File: src/rtl/bubble_page_streamer_if.sv
// rtl/bubble_page_streamer_if.sv - loader and output-pin signal bundle for bubble_page_streamer
// master = loader/sequencer side, slave = the streamer itself.
interface bubble_page_streamer_if #(
  parameter int CHANNELS   = 2,
  parameter int ADDR_WIDTH = 10
);
  logic                  wr_enable;
  logic [ADDR_WIDTH-1:0] wr_address;
  logic [CHANNELS-1:0]   wr_data;
  logic                  wr_commit;
  logic                  bank_ready;
  logic                  page_start;
  logic                  shift_strobe;
  logic [CHANNELS-1:0]   bubble_out;
  logic                  busy;
  logic                  page_done;
  logic                  underrun;

  modport master (
    output wr_enable, wr_address, wr_data, wr_commit, page_start, shift_strobe,
    input  bank_ready, bubble_out, busy, page_done, underrun
  );

  modport slave (
    input  wr_enable, wr_address, wr_data, wr_commit, page_start, shift_strobe,
    output bank_ready, bubble_out, busy, page_done, underrun
  );
endinterface

File: src/rtl/bubble_page_streamer.sv
// rtl/bubble_page_streamer.sv - ping-pong page buffer streaming CHANNELS bubble lines
// Loader fills the back bank; page_start swaps it to the front and shifts it out.
module bubble_page_streamer #(
  parameter int   CHANNELS      = 2,
  parameter int   ADDR_WIDTH    = 10,
  parameter int   PAGE_LENGTH   = 584,
  parameter logic IDLE_LEVEL    = 1'b1,
  parameter bit   OUTPUT_INVERT = 1'b0
) (
  input  logic                  master_clock,
  input  logic                  reset,
  bubble_page_streamer_if.slave bus
);
  localparam int                    DEPTH     = 1 << ADDR_WIDTH;
  localparam logic [ADDR_WIDTH:0]   PAGE_LEN  = (ADDR_WIDTH + 1)'(PAGE_LENGTH);
  localparam logic [ADDR_WIDTH-1:0] LAST_PTR  = ADDR_WIDTH'(PAGE_LENGTH - 1);
  localparam logic [CHANNELS-1:0]   IDLE_WORD = {CHANNELS{IDLE_LEVEL}};
  localparam logic [CHANNELS-1:0]   INV_MASK  = {CHANNELS{OUTPUT_INVERT}};

  typedef enum logic {S_IDLE, S_STREAM} state_t;

  state_t                state;
  logic                  front_sel;
  logic                  back_full;
  logic [ADDR_WIDTH-1:0] rd_ptr;
  logic [CHANNELS-1:0]   bubble_q;
  logic                  page_done_q;
  logic                  underrun_q;
  logic                  wr_ok;

  // Bank select is the MSB of the word address: {bank, offset}.
  logic [CHANNELS-1:0] bank_mem [0:2*DEPTH-1];

  assign wr_ok = bus.wr_enable && !back_full && ({1'b0, bus.wr_address} < PAGE_LEN);

  // Uses the pre-swap front_sel, so a write coinciding with a swap lands in the new front.
  always_ff @(posedge master_clock) begin
    if (wr_ok)
      bank_mem[{~front_sel, bus.wr_address}] <= bus.wr_data;
  end

  always_ff @(posedge master_clock) begin
    if (reset) begin
      state       <= S_IDLE;
      front_sel   <= 1'b0;
      back_full   <= 1'b0;
      rd_ptr      <= '0;
      bubble_q    <= IDLE_WORD;
      page_done_q <= 1'b0;
      underrun_q  <= 1'b0;
    end else begin
      page_done_q <= 1'b0;
      if (bus.wr_commit && !back_full)
        back_full <= 1'b1;

      case (state)
        S_IDLE: begin
          if (bus.shift_strobe)
            bubble_q <= IDLE_WORD;
          if (bus.page_start) begin
            if (back_full) begin
              front_sel <= ~front_sel;
              back_full <= 1'b0;
              rd_ptr    <= '0;
              state     <= S_STREAM;
            end else begin
              underrun_q <= 1'b1;
            end
          end
        end
        S_STREAM: begin
          if (bus.shift_strobe) begin
            bubble_q <= bank_mem[{front_sel, rd_ptr}] ^ INV_MASK;
            if (rd_ptr == LAST_PTR) begin
              page_done_q <= 1'b1;
              state       <= S_IDLE;
            end else begin
              rd_ptr <= rd_ptr + 1'b1;
            end
          end
        end
      endcase
    end
  end

  assign bus.bubble_out = bubble_q;
  assign bus.busy       = (state == S_STREAM);
  assign bus.bank_ready = !back_full;
  assign bus.page_done  = page_done_q;
  assign bus.underrun   = underrun_q;
endmodule

File: src/flat_wrapper.sv
// flat-port wrapper written by rule: the top's interface ports become plain ports
module bubble_page_streamer_flat 
#(
  parameter int   CHANNELS      = 2,
  parameter int   ADDR_WIDTH    = 10,
  parameter int   PAGE_LENGTH   = 584,
  parameter logic IDLE_LEVEL    = 1'b1,
  parameter bit   OUTPUT_INVERT = 1'b0
)
  (master_clock, reset, bus_wr_enable, bus_wr_address, bus_wr_data, bus_wr_commit, bus_page_start, bus_shift_strobe, bus_bank_ready, bus_bubble_out, bus_busy, bus_page_done, bus_underrun);
  bubble_page_streamer_if #(.CHANNELS(CHANNELS), .ADDR_WIDTH(ADDR_WIDTH)) bus_i ();
  input  logic master_clock;
  input  logic reset;
  input wire logic [$bits(bus_i.wr_enable)-1:0] bus_wr_enable;
  input wire logic [$bits(bus_i.wr_address)-1:0] bus_wr_address;
  input wire logic [$bits(bus_i.wr_data)-1:0] bus_wr_data;
  input wire logic [$bits(bus_i.wr_commit)-1:0] bus_wr_commit;
  input wire logic [$bits(bus_i.page_start)-1:0] bus_page_start;
  input wire logic [$bits(bus_i.shift_strobe)-1:0] bus_shift_strobe;
  output wire logic [$bits(bus_i.bank_ready)-1:0] bus_bank_ready;
  output wire logic [$bits(bus_i.bubble_out)-1:0] bus_bubble_out;
  output wire logic [$bits(bus_i.busy)-1:0] bus_busy;
  output wire logic [$bits(bus_i.page_done)-1:0] bus_page_done;
  output wire logic [$bits(bus_i.underrun)-1:0] bus_underrun;
  assign bus_i.wr_enable = bus_wr_enable;
  assign bus_i.wr_address = bus_wr_address;
  assign bus_i.wr_data = bus_wr_data;
  assign bus_i.wr_commit = bus_wr_commit;
  assign bus_i.page_start = bus_page_start;
  assign bus_i.shift_strobe = bus_shift_strobe;
  assign bus_bank_ready = bus_i.bank_ready;
  assign bus_bubble_out = bus_i.bubble_out;
  assign bus_busy = bus_i.busy;
  assign bus_page_done = bus_i.page_done;
  assign bus_underrun = bus_i.underrun;
  bubble_page_streamer #(.CHANNELS(CHANNELS), .ADDR_WIDTH(ADDR_WIDTH), .PAGE_LENGTH(PAGE_LENGTH), .IDLE_LEVEL(IDLE_LEVEL), .OUTPUT_INVERT(OUTPUT_INVERT)) u_core (.master_clock(master_clock), .reset(reset), .bus(bus_i));
endmodule
File: config.mk
export PLATFORM = sky130hd
export DESIGN_NAME = bubble_page_streamer_flat
export DESIGN_NICKNAME = d
export VERILOG_FILES = /design/src/rtl/bubble_page_streamer_if.sv /design/src/rtl/bubble_page_streamer.sv /design/src/flat_wrapper.sv
export SDC_FILE = /design/constraint.sdc
export NUM_CORES = 2
export LEC_CHECK = 0
export ABC_AREA = 1
export CAP_MARGIN = 20
export CELL_PAD_IN_SITES_DETAIL_PLACEMENT = 1
export CELL_PAD_IN_SITES_GLOBAL_PLACEMENT = 2
export CORE_UTILIZATION = 40
export CTS_CLUSTER_SIZE = 12
export DETAILED_ROUTE_END_ITERATION = 10
export PLACE_DENSITY = 0.79
export SYNTH_ARGS = -nofsm -noshare
export SYNTH_HDL_FRONTEND = slang
export SYNTH_SLANG_ARGS = --single-unit
export TNS_END_PERCENT = 30
File: constraint.sdc
create_clock -name master_clock -period 3.85 [get_ports master_clock]
set_clock_uncertainty 0.15 [all_clocks]
set_input_delay 0.77 -clock master_clock [delete_from_list [all_inputs] [get_ports master_clock]]
set_output_delay 0.77 -clock master_clock [all_outputs]
set_load 0.005 [all_outputs]
# After elaboration in Yosys (flattened, before gate mapping)

Memory sizes are Yosys's and may differ from the RTL's.
Index checks and enable logic that the tools add are counted.

Flip-flop bits (word level): 17
Bits in writable memories: 4096
Bits of input ports: 18
Output and inout port bits: 6
Word-level logic and storage cells: 49
Memories kept: 1

$add $sub $neg: 1
Magnitude comparators: 1
Equal/unequal tests: 6
Mux-type cells: 20
Bitwise operators: 4
Reduce and logical (&&, ||, !) cells: 9

Memories:

| memory          | depth | width | rd ports | clocked after Yosys merged registers in | wr ports | RTL line                   | RTL |
|---|---|---|---|---|---|---|---|
| u_core.bank_mem | 2048  | 2     | 1        | 0                                       | 1        | bubble_page_streamer.sv:32 | `logic [CHANNELS-1:0] bank_mem [0:2*DEPTH-1];` |

Operator list:

| operator                                                                 | number |
|---|---|
| 10-bit 2-to-1 mux                                                        | 4 |
| 10-bit one-hot mux with 2 select lines                                   | 1 |
| 1-bit 2-to-1 mux                                                         | 11 |
| 10-bit by 1-bit adder with 10-bit output (second input constant)         | 1 |
| 10-bit equality test (second input constant)                             | 1 |
| 10-bit < comparator (second input constant)                              | 1 |
| 2-bit inequality test (second input constant)                            | 4 |
| 3-bit AND reduction                                                      | 2 |
| 2-bit 2-to-1 mux                                                         | 2 |
| 1-bit inverter                                                           | 4 |
| 2-bit one-hot mux with 2 select lines                                    | 1 |
| 4-bit AND reduction                                                      | 1 |
| 1-bit logical AND                                                        | 3 |
| 3-bit OR reduction                                                       | 1 |
| 2-bit by 1-bit inequality test with 1-bit output (second input constant) | 1 |
| 1-bit one-hot mux with 2 select lines                                    | 1 |
| 2-bit AND reduction                                                      | 1 |
| 1-bit zero test                                                          | 1 |

# Depth between registers and ports, before layout

Word-level depth: 6
Gate-level depth with buffers: 22
Depth with buffers taken out: 19

# Worst setup path before layout

Ideal clock, no wire load.

Kind: input port to flip-flop
Start point: input bus_wr_address[3]
End point: memory u_core.bank_mem[1152][0], enable pin
Setup time: 0.309 ns
Arrival: 2.374 ns
Required time: 3.391 ns
Slack: 1.017 ns
Stages on the path: 9
Path buffers: 2
Cell sequence: nor2_1 inv_1 a2111oi_2 o211ai_2 nor3_4 nand2_1 buf_2 buf_6 nor2_1

Cells in the longest elaborated chain, start to end: 4

RTL lines:

| item                                   | RTL line                   | RTL |
|---|---|---|
| start, declared                        | flat_wrapper.sv:15         | `input wire logic [$bits(bus_i.wr_address)-1:0] bus_wr_address;` |
| 10-bit < comparator                    | bubble_page_streamer.sv:34 | `assign wr_ok = bus.wr_enable && !back_full && ({1'b0, bus.wr_address} < PAGE_LEN);` |
| 1-bit logical AND                      | bubble_page_streamer.sv:34 |  |
| 1-bit 2-to-1 mux                       | bubble_page_streamer.sv:38 | `if (wr_ok)` |
| 1-bit 2-to-1 mux (not written as such) | bubble_page_streamer.sv:39 | `bank_mem[{~front_sel, bus.wr_address}] <= bus.wr_data;` |
| end, declared                          | bubble_page_streamer.sv:32 |  |

Several ways; a longest one is shown, not always the timed one.

# Worst setup path in the final report

Start point: register u_core.rd_ptr[0]
End point: register u_core.bubble_q[1] (netlist: u_core.bus.bubble_out[1])

Cells in the longest elaborated chain, start to end: 3

RTL lines:

| item                                  | RTL line                   | RTL |
|---|---|---|
| start, declared                       | bubble_page_streamer.sv:25 | `logic [ADDR_WIDTH-1:0] rd_ptr;` |
| start signal, assigned                | bubble_page_streamer.sv:78 | `rd_ptr <= rd_ptr + 1'b1;` |
| memory read 2048 x 2 bit              | n/a                        |  |
| 2-bit 2-to-1 mux                      | bubble_page_streamer.sv:72 | `if (bus.shift_strobe) begin` |
| 2-bit one-hot mux with 2 select lines | bubble_page_streamer.sv:56 | `case (state)` |
| end signal, assigned                  | bubble_page_streamer.sv:73 | `bubble_q <= bank_mem[{front_sel, rd_ptr}] ^ INV_MASK;` |
| end, declared                         | bubble_page_streamer.sv:26 | `logic [CHANNELS-1:0] bubble_q;` |

Every way passes these cells. The select of a mux whose other input is x is not followed.
A chain may end at the register's enable or synchronous reset.

==> reports/metrics.yaml <==
final.period_utilization_pct: 98.1
drt_first_pass_iters: 7
fmax_mhz: 265
largest_net_degree_at_the_start_of_global_routing: 207
chipWidth_um: 654
synth-seq-cells: 4113
clock-root-buffer: "sky130_fd_sc_hd__clkbuf_16"
core-area_mm2: 0.424
layout_min_cycle_time_ns: 3.78
design_area_mm2: 0.201
grt_remaining_overflow: 0
number_of_enable_type_register_cells_in_the_synthesized_netlist: 4096
cts_num_sinks: 4113
rows: 239
cts_resized: 0
initial_util_pct: 40.2
place_congestion: 0.808
areaGrowthSynthToFinish_pct: 18.1
grt_setup_unrepaired: "no"
grt_first_pass_wirelength_um: 778000
power_leakage_uw: 0.0735
route.detailed.wl_per_inst_um: 23.1
cts_hold_bufs: 0
multi_input_area_mm2: 0.0481
antenna_found_initial: 32
die_area_mm2: 0.428
final.fill_count: 45500
drv_slew: 0
clkTransAtPathRegs_ns: 0.06
synth.lib_cells_used.distinct: 36
share_of_cells_above_drive_strength_1_pct: 7.56
ant_nets: 0
route.vias.total: 119000
setup.worst_path.end_class: "register"
grtUsageTotal_pct: 24.2
timing.setup.critical_path_class: "register to register"
power_per_cell_area_mw_per_mm2: 503
path_class_of_the_lowest_slack_min_delay_path: "input pin to register"
drc_violations: 0
post_synthesis_cell_area_mm2: 0.170
outcome: "complete, no violations"
drv_cap: 0
final-seq-area_mm2: 0.123
port_bufs: 23
irDropWorstVdd_mv: 0.389
final_report_setup_violation_count: 0
worst-endpoint-arrival_ns: 4.58
drt_wl_total_um: 524000
worst_setup_path_start_kind: "register"
total_power_uw: 101000
cts_tree: "yes"
final_number_of_hold_violating_endpoints: 0
postSynth.topFlopCell: "sky130_fd_sc_hd__edfxtp_1"
worst-endpoint-required_ns: 4.65
syn_inst: 14900
ys_top_cells_by_area: "sky130_fd_sc_hd__edfxtp_1 72%, sky130_fd_sc_hd__nand3_1 9.6%, sky130_fd_sc_hd__nand2_1 8.1%"
synth_largest_area_cell: "sky130_fd_sc_hd__edfxtp_1"
nNetsFinal: 16700
avg_cell_area_syn_um2: 11.4
synth_top_cell_area_share_pct: 72.2
vias_per_cell: 5.24
synthesis.yosys.warnings: 0
grt_pass1_vias: 123000
cts-htree-levels: 5
synth_seq_area_share_pct: 72.4
synth-async-reset-ratio_pct: 0
floorplan.io_pins: 24
drt_first_iter_violations: 10300
dp_hpwl_um: 303000
tritoncts.num_buffers: 456
post_cts_repair_setup_buffers: 0
chip_height_um: 654
worst-path-max-fanout: 40
clkLatencyLatePin_ns: 0.99
tightestPinTransition_ns: 1.09
post_dp_cell_area_mm2: 0.187
cts-root-to-sink-buffers: 4
maxSlewHeadroom_pct: 26.8
==> placed cells by master (no fill, tap or decap), types with 10 or more instances in the layout <==
master | synthesis | final
sky130_fd_sc_hd__clkinv_1 | 2 | 129
sky130_fd_sc_hd__nand3_1 | 3261 | 3261
sky130_fd_sc_hd__buf_4 | 32 | 385
sky130_fd_sc_hd__conb_1 | 1 | 1760
sky130_fd_sc_hd__buf_12 | 0 | 226
sky130_fd_sc_hd__nor2_1 | 2021 | 2019
sky130_fd_sc_hd__a21oi_1 | 28 | 28
sky130_fd_sc_hd__inv_1 | 112 | 107
sky130_fd_sc_hd__o211ai_1 | 77 | 77
sky130_fd_sc_hd__o21ai_1 | 10 | 10
sky130_fd_sc_hd__clkinv_2 | 0 | 74
sky130_fd_sc_hd__nand2_1 | 3655 | 3646
sky130_fd_sc_hd__o22ai_1 | 21 | 21
sky130_fd_sc_hd__clkdlybuf4s50_1 | 0 | 21
sky130_fd_sc_hd__diode_2 | 0 | 10
sky130_fd_sc_hd__o21ai_0 | 444 | 444
sky130_fd_sc_hd__clkbuf_1 | 312 | 99
sky130_fd_sc_hd__edfxtp_1 | 4096 | 4096
sky130_fd_sc_hd__nand2_4 | 0 | 32
sky130_fd_sc_hd__nor3_1 | 23 | 18
sky130_fd_sc_hd__bufinv_16 | 0 | 32
sky130_fd_sc_hd__clkbuf_16 | 0 | 461
==> logic make-up after synthesis <==
group | count (synthesis) | synth area share (%)
and+or+nand+nor | 9002 | 22.3
other | 1 | 0.00220
DFF | 4113 | 72.4
buffers and inverters | 1225 | 3.34
adders and majority gates | 1 | 0.00735
AOI/OAI and AO/OA | 588 | 1.88
==> worst max-delay path, cell delays in order, from the launching register on <==
cell                       delay [ns]
sky130_fd_sc_hd__dfxtp_4         0.45
sky130_fd_sc_hd__buf_12          0.24
sky130_fd_sc_hd__buf_12          0.23
sky130_fd_sc_hd__buf_12          0.24
sky130_fd_sc_hd__o21ai_0         0.13
sky130_fd_sc_hd__o211ai_1        0.25
sky130_fd_sc_hd__nand3_1         0.15
sky130_fd_sc_hd__nand2_1         0.11
sky130_fd_sc_hd__nand2_1         0.12
sky130_fd_sc_hd__nand2_1         0.22
sky130_fd_sc_hd__nand3_1         0.20
sky130_fd_sc_hd__nand2_1         0.20
sky130_fd_sc_hd__nand3_1         0.19
sky130_fd_sc_hd__nand3_1         0.30
sky130_fd_sc_hd__nand3_1         0.18
sky130_fd_sc_hd__nand3_1         0.17
sky130_fd_sc_hd__nand2_1         0.06
sky130_fd_sc_hd__inv_1           0.04
==> area by class of cell <==
cell class / count / share of cell area [%]
well taps: 5663 / 3.52
clock inverters: 265 / 1.17
clock buffers: 566 / 5.96
repair buffers: 638 / 3.86
diodes: 10 / 0.0124
flip-flops and latches: 4113 / 61.3
inverters: 119 / 0.251
multi-input cells: 11400 / 23.9
==> routing by layer <==
| layer | track usage (%) | vias to the layer above | share of wire [%] |
|---|---|---|---|
| met5 | 0 | - | 0.0078 |
| met4 | 8.07 | 6 | 3.6 |
| met3 | 2.76 | 869 | 5.5 |
| met2 | 41.1 | 3203 | 48 |
| met1 | 32.2 | 60900 | 42 |
| li1 | - | 54200 | - |
==> sequential cells by signal, indices dropped and copies added, names as in the netlist <==
name	count
u_core.rd_ptr	10
u_core.bus.busy	1
u_core.bus.underrun	1
u_core.front_sel	1
u_core.bus.bubble_out	2
u_core.bank_mem	4096
u_core.back_full	1
u_core.bus.page_done	1
==> power breakdown <==
part	leakage, uW	internal, uW	total, uW	switching, uW
Sequential	0.0384	51000	51300	389
Combinational	0.0282	2200	7620	5420
Clock	0.00699	24100	42200	18100
==> metrics by stage <==
stage	TNS, ns	instances	util (%)	hold WS [ns]	setup slack, ns
after floorplan	0	16700	-	0.311	1.02
after global placement	-950.53	21900	44.1	0.313	-0.560
after detailed placement	-1015.46	21900	44.1	0.326	-0.618
after CTS	0	22700	47.5	0.0322	0.0911
after global routing	0	22700	47.5	0.0916	0.0220
final	0	22700	47.5	0.148	0.0747
==> cells in the mapped netlist (all sizes together), types with 21 or more instances <==
master     n
a21oi     28
edfxtp  4096
nand2   3679
nor3      29
clkbuf   312
nand3   3261
buf      794
o211ai    78
inv      117
nor2    2022
o22ai     21
o21ai    454
==> path summary, 6_finish.rpt <==
check	slack [ns]	to	startpoint	cells after the start
setup / recovery	0.07	u_core.bus.bubble_out[1]$_SDFFE_PP1P_	u_core.rd_ptr[0]$_SDFFE_PP0P_	17
hold reg to reg	0.33	u_core.bus.underrun$_SDFFE_PP0P_	u_core.bus.underrun$_SDFFE_PP0P_	2
hold / removal	0.15	u_core.bank_mem[1687][1]$_DFFE_PP_	bus_wr_data[1]	1
setup reg to reg	0.07	u_core.bus.bubble_out[1]$_SDFFE_PP1P_	u_core.rd_ptr[0]$_SDFFE_PP0P_	17
(Power assumes the default switching activity.)
